$ cat config.mk
export PLATFORM = sky130hd
export DESIGN_NAME = raster_scanner
export DESIGN_NICKNAME = d
export VERILOG_FILES = /design/src/rtl/raster_pkg.sv /design/src/rtl/scan_counter.sv /design/src/rtl/raster_scanner.sv
export SDC_FILE = /design/constraint.sdc
export NUM_CORES = 1
export LEC_CHECK = 0
export CAP_MARGIN = 20
export CORE_MARGIN = 4
export CORE_UTILIZATION = 30
export CTS_CLUSTER_DIAMETER = 30
export DETAILED_ROUTE_END_ITERATION = 12
export PLACE_DENSITY_LB_ADDON = 0.05
export SETUP_SLACK_MARGIN = 0.02
export SLEW_MARGIN = 10
export SYNTH_ARGS = -nofsm -noshare
export SYNTH_HDL_FRONTEND = slang
export SYNTH_SLANG_ARGS = --single-unit
$ cat constraint.sdc
create_clock -name clk -period 2.6 [get_ports clk]
set_input_delay 0.26 -clock clk [delete_from_list [all_inputs] [get_ports clk]]
set_output_delay 0.26 -clock clk [all_outputs]
set_load 0.02 [all_outputs]
$ cat src/rtl/raster_pkg.sv
// Shared types and constants for the raster scanner: FSM state encoding,
// default screen geometry and the battle sprite size.
package raster_pkg;

   typedef enum logic [1:0] {
      IDLE = 2'd0,
      SCAN = 2'd1,
      DONE = 2'd2
   } state_e;

   localparam int DefScreenW       = 160;
   localparam int DefScreenH       = 120;
   localparam int BattleSpriteSize = 40;

endpackage

$ cat src/rtl/scan_counter.sv
// Clearable up-counter that wraps to zero after reaching limit-1; terminal
// flags the last count so the parent can chain counters.
module scan_counter #(
   parameter int W = 8
) (
   input  logic         clk,
   input  logic         resetn,
   input  logic         clear,
   input  logic         enable,
   input  logic [W-1:0] limit,
   output logic [W-1:0] count,
   output logic         terminal
);

   logic [W-1:0] count_q, count_d;

   assign terminal = (count_q == limit - W'(1));
   assign count    = count_q;

   always_comb begin
      count_d = count_q;
      if (clear) begin
         count_d = '0;
      end else if (enable) begin
         count_d = terminal ? '0 : count_q + W'(1);
      end
   end

   always_ff @(posedge clk) begin
      if (!resetn) begin
         count_q <= '0;
      end else begin
         count_q <= count_d;
      end
   end

endmodule

$ cat src/rtl/raster_scanner.sv
// Walks a rectangular region in raster order, one pixel per cycle, emitting
// screen coordinates, a plot strobe and a linear sprite address.
// Optional screen clipping of plot is enabled with RASTER_SCANNER_CLIP_EN.
module raster_scanner
   import raster_pkg::*;
#(
   parameter int X_W      = 8,
   parameter int Y_W      = 7,
   parameter int SCREEN_W = DefScreenW,
   parameter int SCREEN_H = DefScreenH,
   parameter int ADDR_W   = 15
) (
   input  logic              clk,
   input  logic              resetn,
   input  logic              start,
   input  logic [X_W-1:0]    x_init,
   input  logic [Y_W-1:0]    y_init,
   input  logic [X_W-1:0]    width,
   input  logic [Y_W-1:0]    height,
   input  logic              hold,
   output logic [X_W-1:0]    x,
   output logic [Y_W-1:0]    y,
   output logic [ADDR_W-1:0] addr,
   output logic              plot,
   output logic              busy,
   output logic              done
);

   state_e            state_q, state_d;
   logic [X_W-1:0]    x0_q, x0_d, w_q, w_d;
   logic [Y_W-1:0]    y0_q, y0_d, h_q, h_d;
   logic [ADDR_W-1:0] addr_q, addr_d;
   logic              done_q, done_d;

   logic              cnt_clear, col_en, row_en;
   logic [X_W-1:0]    col;
   logic [Y_W-1:0]    row;
   logic              col_term, row_term;
   logic              on_screen;

   scan_counter #(.W(X_W)) u_col (
      .clk      (clk),
      .resetn   (resetn),
      .clear    (cnt_clear),
      .enable   (col_en),
      .limit    (w_q),
      .count    (col),
      .terminal (col_term)
   );

   scan_counter #(.W(Y_W)) u_row (
      .clk      (clk),
      .resetn   (resetn),
      .clear    (cnt_clear),
      .enable   (row_en),
      .limit    (h_q),
      .count    (row),
      .terminal (row_term)
   );

`ifdef RASTER_SCANNER_CLIP_EN
   logic [X_W:0] x_full;
   logic [Y_W:0] y_full;
   // One bit wider than the outputs so off-screen pixels never wrap back on.
   assign x_full    = {1'b0, x0_q} + {1'b0, col};
   assign y_full    = {1'b0, y0_q} + {1'b0, row};
   assign on_screen = (x_full < (X_W+1)'(SCREEN_W)) && (y_full < (Y_W+1)'(SCREEN_H));
`else
   logic unused_screen;
   assign unused_screen = ^{SCREEN_W[0], SCREEN_H[0]};
   assign on_screen     = 1'b1;
`endif

   assign x    = x0_q + col;
   assign y    = y0_q + row;
   assign addr = addr_q;
   assign busy = (state_q == SCAN);
   assign plot = busy && !hold && on_screen;
   assign done = done_q;

   always_comb begin
      state_d   = state_q;
      x0_d      = x0_q;
      y0_d      = y0_q;
      w_d       = w_q;
      h_d       = h_q;
      addr_d    = addr_q;
      done_d    = 1'b0;
      cnt_clear = 1'b0;
      col_en    = 1'b0;
      row_en    = 1'b0;
      unique case (state_q)
         IDLE: begin
            if (start) begin
               x0_d      = x_init;
               y0_d      = y_init;
               w_d       = width;
               h_d       = height;
               addr_d    = '0;
               cnt_clear = 1'b1;
               state_d   = (width == '0 || height == '0) ? DONE : SCAN;
            end
         end
         SCAN: begin
            if (!hold) begin
               col_en = 1'b1;
               row_en = col_term;
               if (col_term && row_term) begin
                  state_d = DONE;
               end else begin
                  addr_d = addr_q + ADDR_W'(1);
               end
            end
         end
         DONE: begin
            // Stay one extra cycle so the registered done pulse is seen while
            // start is still ignored.
            if (done_q) begin
               state_d = IDLE;
            end else begin
               done_d = 1'b1;
            end
         end
         default: state_d = IDLE;
      endcase
   end

   always_ff @(posedge clk) begin
      if (!resetn) begin
         state_q <= IDLE;
         x0_q    <= '0;
         y0_q    <= '0;
         w_q     <= '0;
         h_q     <= '0;
         addr_q  <= '0;
         done_q  <= 1'b0;
      end else begin
         state_q <= state_d;
         x0_q    <= x0_d;
         y0_q    <= y0_d;
         w_q     <= w_d;
         h_q     <= h_d;
         addr_q  <= addr_d;
         done_q  <= done_d;
      end
   end

endmodule

==> PnR_summary.wiki <==
{| class="wikitable"
! Metric !! Value
|-
| Final max-slew violation count || 0
|-
| Clock tree buffer depth || 2
|-
| DRC violation count after routing || 0
|-
| Effective utilization at floorplan || 30.6%
|-
| Input/output buffers || 66
|-
| Avg WL per Cell || around 15 um
|-
| Sequential cell area || approximately 1300 um^2
|-
| Ordered list of cells on the worst path || ha_1 -> inv_1 -> fa_2 -> inv_1 -> a21oi_1 -> o21bai_1 -> a21o_1 -> a21oi_1 -> xnor2_1 -> buf_4
|-
| Final weighted congestion in routability-driven placement || 0.756
|-
| Number of antenna violations at the first check in global routing || 0
|-
| Area used by multi-input combinational logic || 2270 um^2
|-
| Flip-flop and latch count after synthesis || 63
|-
| Overflow left after global routing || 0
|-
| Biggest area contributors in the synthesized netlist || sky130_fd_sc_hd__dfxtp_1, sky130_fd_sc_hd__nand2_1, sky130_fd_sc_hd__xnor2_1
|-
| Post-synth EDFFs || 0
|-
| Post-synth top area share || 34.3%
|-
| CP delay by family, top || adder cells
|-
| First-pass iteration count of the detailed router || 4
|-
| Top FF cell, synth || sky130_fd_sc_hd__dfxtp_1
|-
| Fraction of the yosys area taken by sequential cells || 34.3%
|-
| Static Leakage || approximately 1.9 nW
|-
| Number of clock sinks || 63
|-
| Category of the most critical setup path || reg2out
|-
| RSZ-0062 raised after global routing || false
|-
| Netlist area before placement || 3680 um^2
|-
| Total Routing Usage GR || 14.7%
|-
| Status || completed
|-
| Critical Path RT || around 2.3 ns
|-
| Final WL || slightly below 10,000 um
|-
| Final Net Count || 569
|-
| Number of global-route vias before repair || 3,324
|-
| Cells after Synth || 433
|-
| CTS Root Buffer Type || sky130_fd_sc_hd__clkbuf_16
|-
| Slew of the pin with the lowest slew margin || between 0.4 and 0.5 ns
|-
| Final setup violation count || 0
|-
| Final count of hold timing violations || 0
|-
| Largest fanout on the critical path || 2
|-
| Height of the die || approximately 120 um
|-
| Kind of start point of the critical path || flop
|-
| Starting DRC count in detailed routing || ~110
|-
| Class of the tightest hold or removal check || reg2reg
|-
| Relative max-transition margin || about two thirds
|-
| Number of distinct library cell variants in the gate-level netlist after synthesis || 56
|-
| Most common cell after layout, fill and taps aside || sky130_fd_sc_hd__nand2_1
|-
| Number of H-tree branching levels || 3
|-
| Max stage delay cell, worst path || sky130_fd_sc_hd__fa_2
|-
| Number of buffers created by CTS || 9
|-
| Layout Area Growth over Synthesis || 32.9%
|-
| I/O Pins || 67
|-
| Clock insertion delay at the later pin of the skew report || 0.34 ns
|-
| Largest net degree at the start of global routing || 32
|-
| Maximum vdd drop || about 0.00027 V
|-
| Number of standard-cell rows in the floorplan || 40
|-
| Kind of end point of the critical path || output pin
|-
| Cell type with the largest total area after synthesis || sky130_fd_sc_hd__dfxtp_1
|-
| Highest achievable clock rate || 417 MHz
|-
| Areal power density over the cells || 536 nW/um^2
|-
| Total number of yosys warnings || 0
|-
| Final-layout fill cell count || approximately 1,300
|-
| Critical path buffers and inverters || 3
|-
| Number of vias in the routed layout || 3,233
|-
| Final TNS setup || 0 ns
|-
| Slack of the critical path || 0.203 ns
|-
| Peak per-stage delay on the critical path || 0.35 ns
|-
| Global-route wire length before repair || approximately 16,000 um
|-
| Clock transition at path regs || 0.05 ns
|-
| Antenna fix cells || 0
|-
| Period Utilization, post-route || 92.2%
|-
| Mapped Avg Cell Area || 8.50 um^2
|-
| Placeable Area || 12,000 um^2
|-
| Post-CTS Hold Fix Bufs || 0
|-
| Fraction of final layout cells with drive strength greater than 1 || 11.5%
|-
| Detail Placement HPWL || 7420 um
|-
| Shortest period the worst path allows || 2.40 ns
|-
| Worst endpoint data arrival time || between 2 and 2.5 ns
|-
| Commonest cells after routing, fill and taps aside || sky130_fd_sc_hd__nand2_1, sky130_fd_sc_hd__dfxtp_1, sky130_fd_sc_hd__clkdlybuf4s50_1, sky130_fd_sc_hd__xnor2_1, sky130_fd_sc_hd__a21boi_0
|-
| Die Area || 14,100 um^2
|-
| Worst-case setup slack after placement || just under 0.05 ns
|-
| Synth async-reset ratio || 0%
|-
| CTS tree || built
|-
| Setup repair bufs after CTS || 0
|-
| Number of max-cap violations || 0
|-
| Vias/cell || 4.85
|-
| Die Width || 119 um
|-
| Count of nets left with antenna violations after detail routing || 0
|-
| Synth Net Count || 487
|-
| Worst setup skew after layout || 0.00466 ns
|}
synthesized netlist by cell type (3+ instances only):
cell                       instances
sky130_fd_sc_hd__nand4_1           5
sky130_fd_sc_hd__nand3_1           7
sky130_fd_sc_hd__clkbuf_1         13
sky130_fd_sc_hd__xor2_1           10
sky130_fd_sc_hd__or4_1             5
sky130_fd_sc_hd__nand2b_1          4
sky130_fd_sc_hd__o21bai_1          4
sky130_fd_sc_hd__and2_1            3
sky130_fd_sc_hd__nor3_1            6
sky130_fd_sc_hd__a32o_1            4
sky130_fd_sc_hd__nor4_4            3
sky130_fd_sc_hd__inv_1            20
sky130_fd_sc_hd__nor3b_1           6
sky130_fd_sc_hd__o21ai_0           4
sky130_fd_sc_hd__o31ai_1           4
sky130_fd_sc_hd__xnor2_1          33
sky130_fd_sc_hd__a21o_1            4
sky130_fd_sc_hd__a21boi_0         30
sky130_fd_sc_hd__o21ai_1          14
sky130_fd_sc_hd__and3_1            9
sky130_fd_sc_hd__or3_1             9
sky130_fd_sc_hd__nor2_1           16
sky130_fd_sc_hd__a21oi_1          23
sky130_fd_sc_hd__nand2_1          79
sky130_fd_sc_hd__dfxtp_1          63
sky130_fd_sc_hd__ha_1             18
cells by family after synthesis:
logic type               count (synthesis)  synth area share, %
XOR/XNOR                                43                 10.2
flip-flops                              63                 34.3
AO/OA/AOI/OAI                          103                 19.5
buffers and inverters                   38                 4.25
adder cells (fa/ha/maj)                 20                 7.21
AND/OR/NAND/NOR                        166                 24.5
path summary, 6_finish.rpt:
kind	startpoint	end	slack, ns	depth (start not counted)
min	y0_q[2]$_SDFFE_PN0P_	y0_q[2]$_SDFFE_PN0P_	0.47	2
max	x0_q[0]$_SDFFE_PN0P_	x[6]	0.20	10
max reg2reg	h_q[1]$_SDFFE_PN0P_	addr[11]$_SDFFE_PN0P_	0.24	9
min reg2reg	y0_q[2]$_SDFFE_PN0P_	y0_q[2]$_SDFFE_PN0P_	0.47	2
layout make-up:
| class | count | share of cell area [%] |
|---|---|---|
| Multi-Input combinational cell | 332 | 46.5 |
| Sequential cell | 63 | 25.8 |
| Timing Repair Buffer | 89 | 16.8 |
| Clock buffer | 12 | 5.25 |
| Tap cell | 147 | 3.76 |
| Inverter | 20 | 1.54 |
| Clock inverter | 4 | 0.409 |
flip-flops by register name (all words and copies together), names as in the netlist:
| register | count |
|---|---|
| addr | 15 |
| done | 1 |
| h_q | 7 |
| state_q | 2 |
| u_col.count | 8 |
| u_row.count | 7 |
| w_q | 8 |
| x0_q | 8 |
| y0_q | 7 |
repair_timing:
item | in CTS | in global routing
pin swaps | 0 | 4
endpoints found under the hold margin | 0 | 0
endpoints found under the setup margin | 7 | 4
resized for setup | 12 | 12
per-layer routing:
layer / routed length, um / GRT usage [%]
met2: 4910 / 25.6
met3: 308 / 4.74
met1: 4410 / 17.3
met4: 119 / 4.13
met5: 0 / 0
per-stage QoR:
stage | cell area [um^2] | hold WS, ns | power (mW) | util, % | instances
after floorplan | 3680 | 0.405 | 1.35 | - | 433
after global placement | 4620 | 0.464 | 1.52 | 38.4 | 651
after detailed placement | 4620 | 0.465 | 1.52 | 38.4 | 651
after CTS | 4880 | 0.470 | 2.68 | 40.6 | 667
after global routing | 4890 | 0.486 | 2.76 | 40.7 | 667
final | 4890 | 0.468 | 2.62 | 40.7 | 667
worst min-delay path, delay by kind of cell, from the launching register on:
family          cells  cell delay, ns
compound gates      1            0.06
simple gates        1            0.05
flops               1            0.31
power breakdown:
group          internal, mW  total, mW  switching [mW]  leakage (nW)
clock network         0.690       1.13           0.442         0.142
logic                 0.210      0.448           0.238          1.23
registers              1.01       1.04          0.0375         0.513
total                  1.91       2.62           0.717          1.89
No activity file was read; power rests on OpenSTA's default activity.
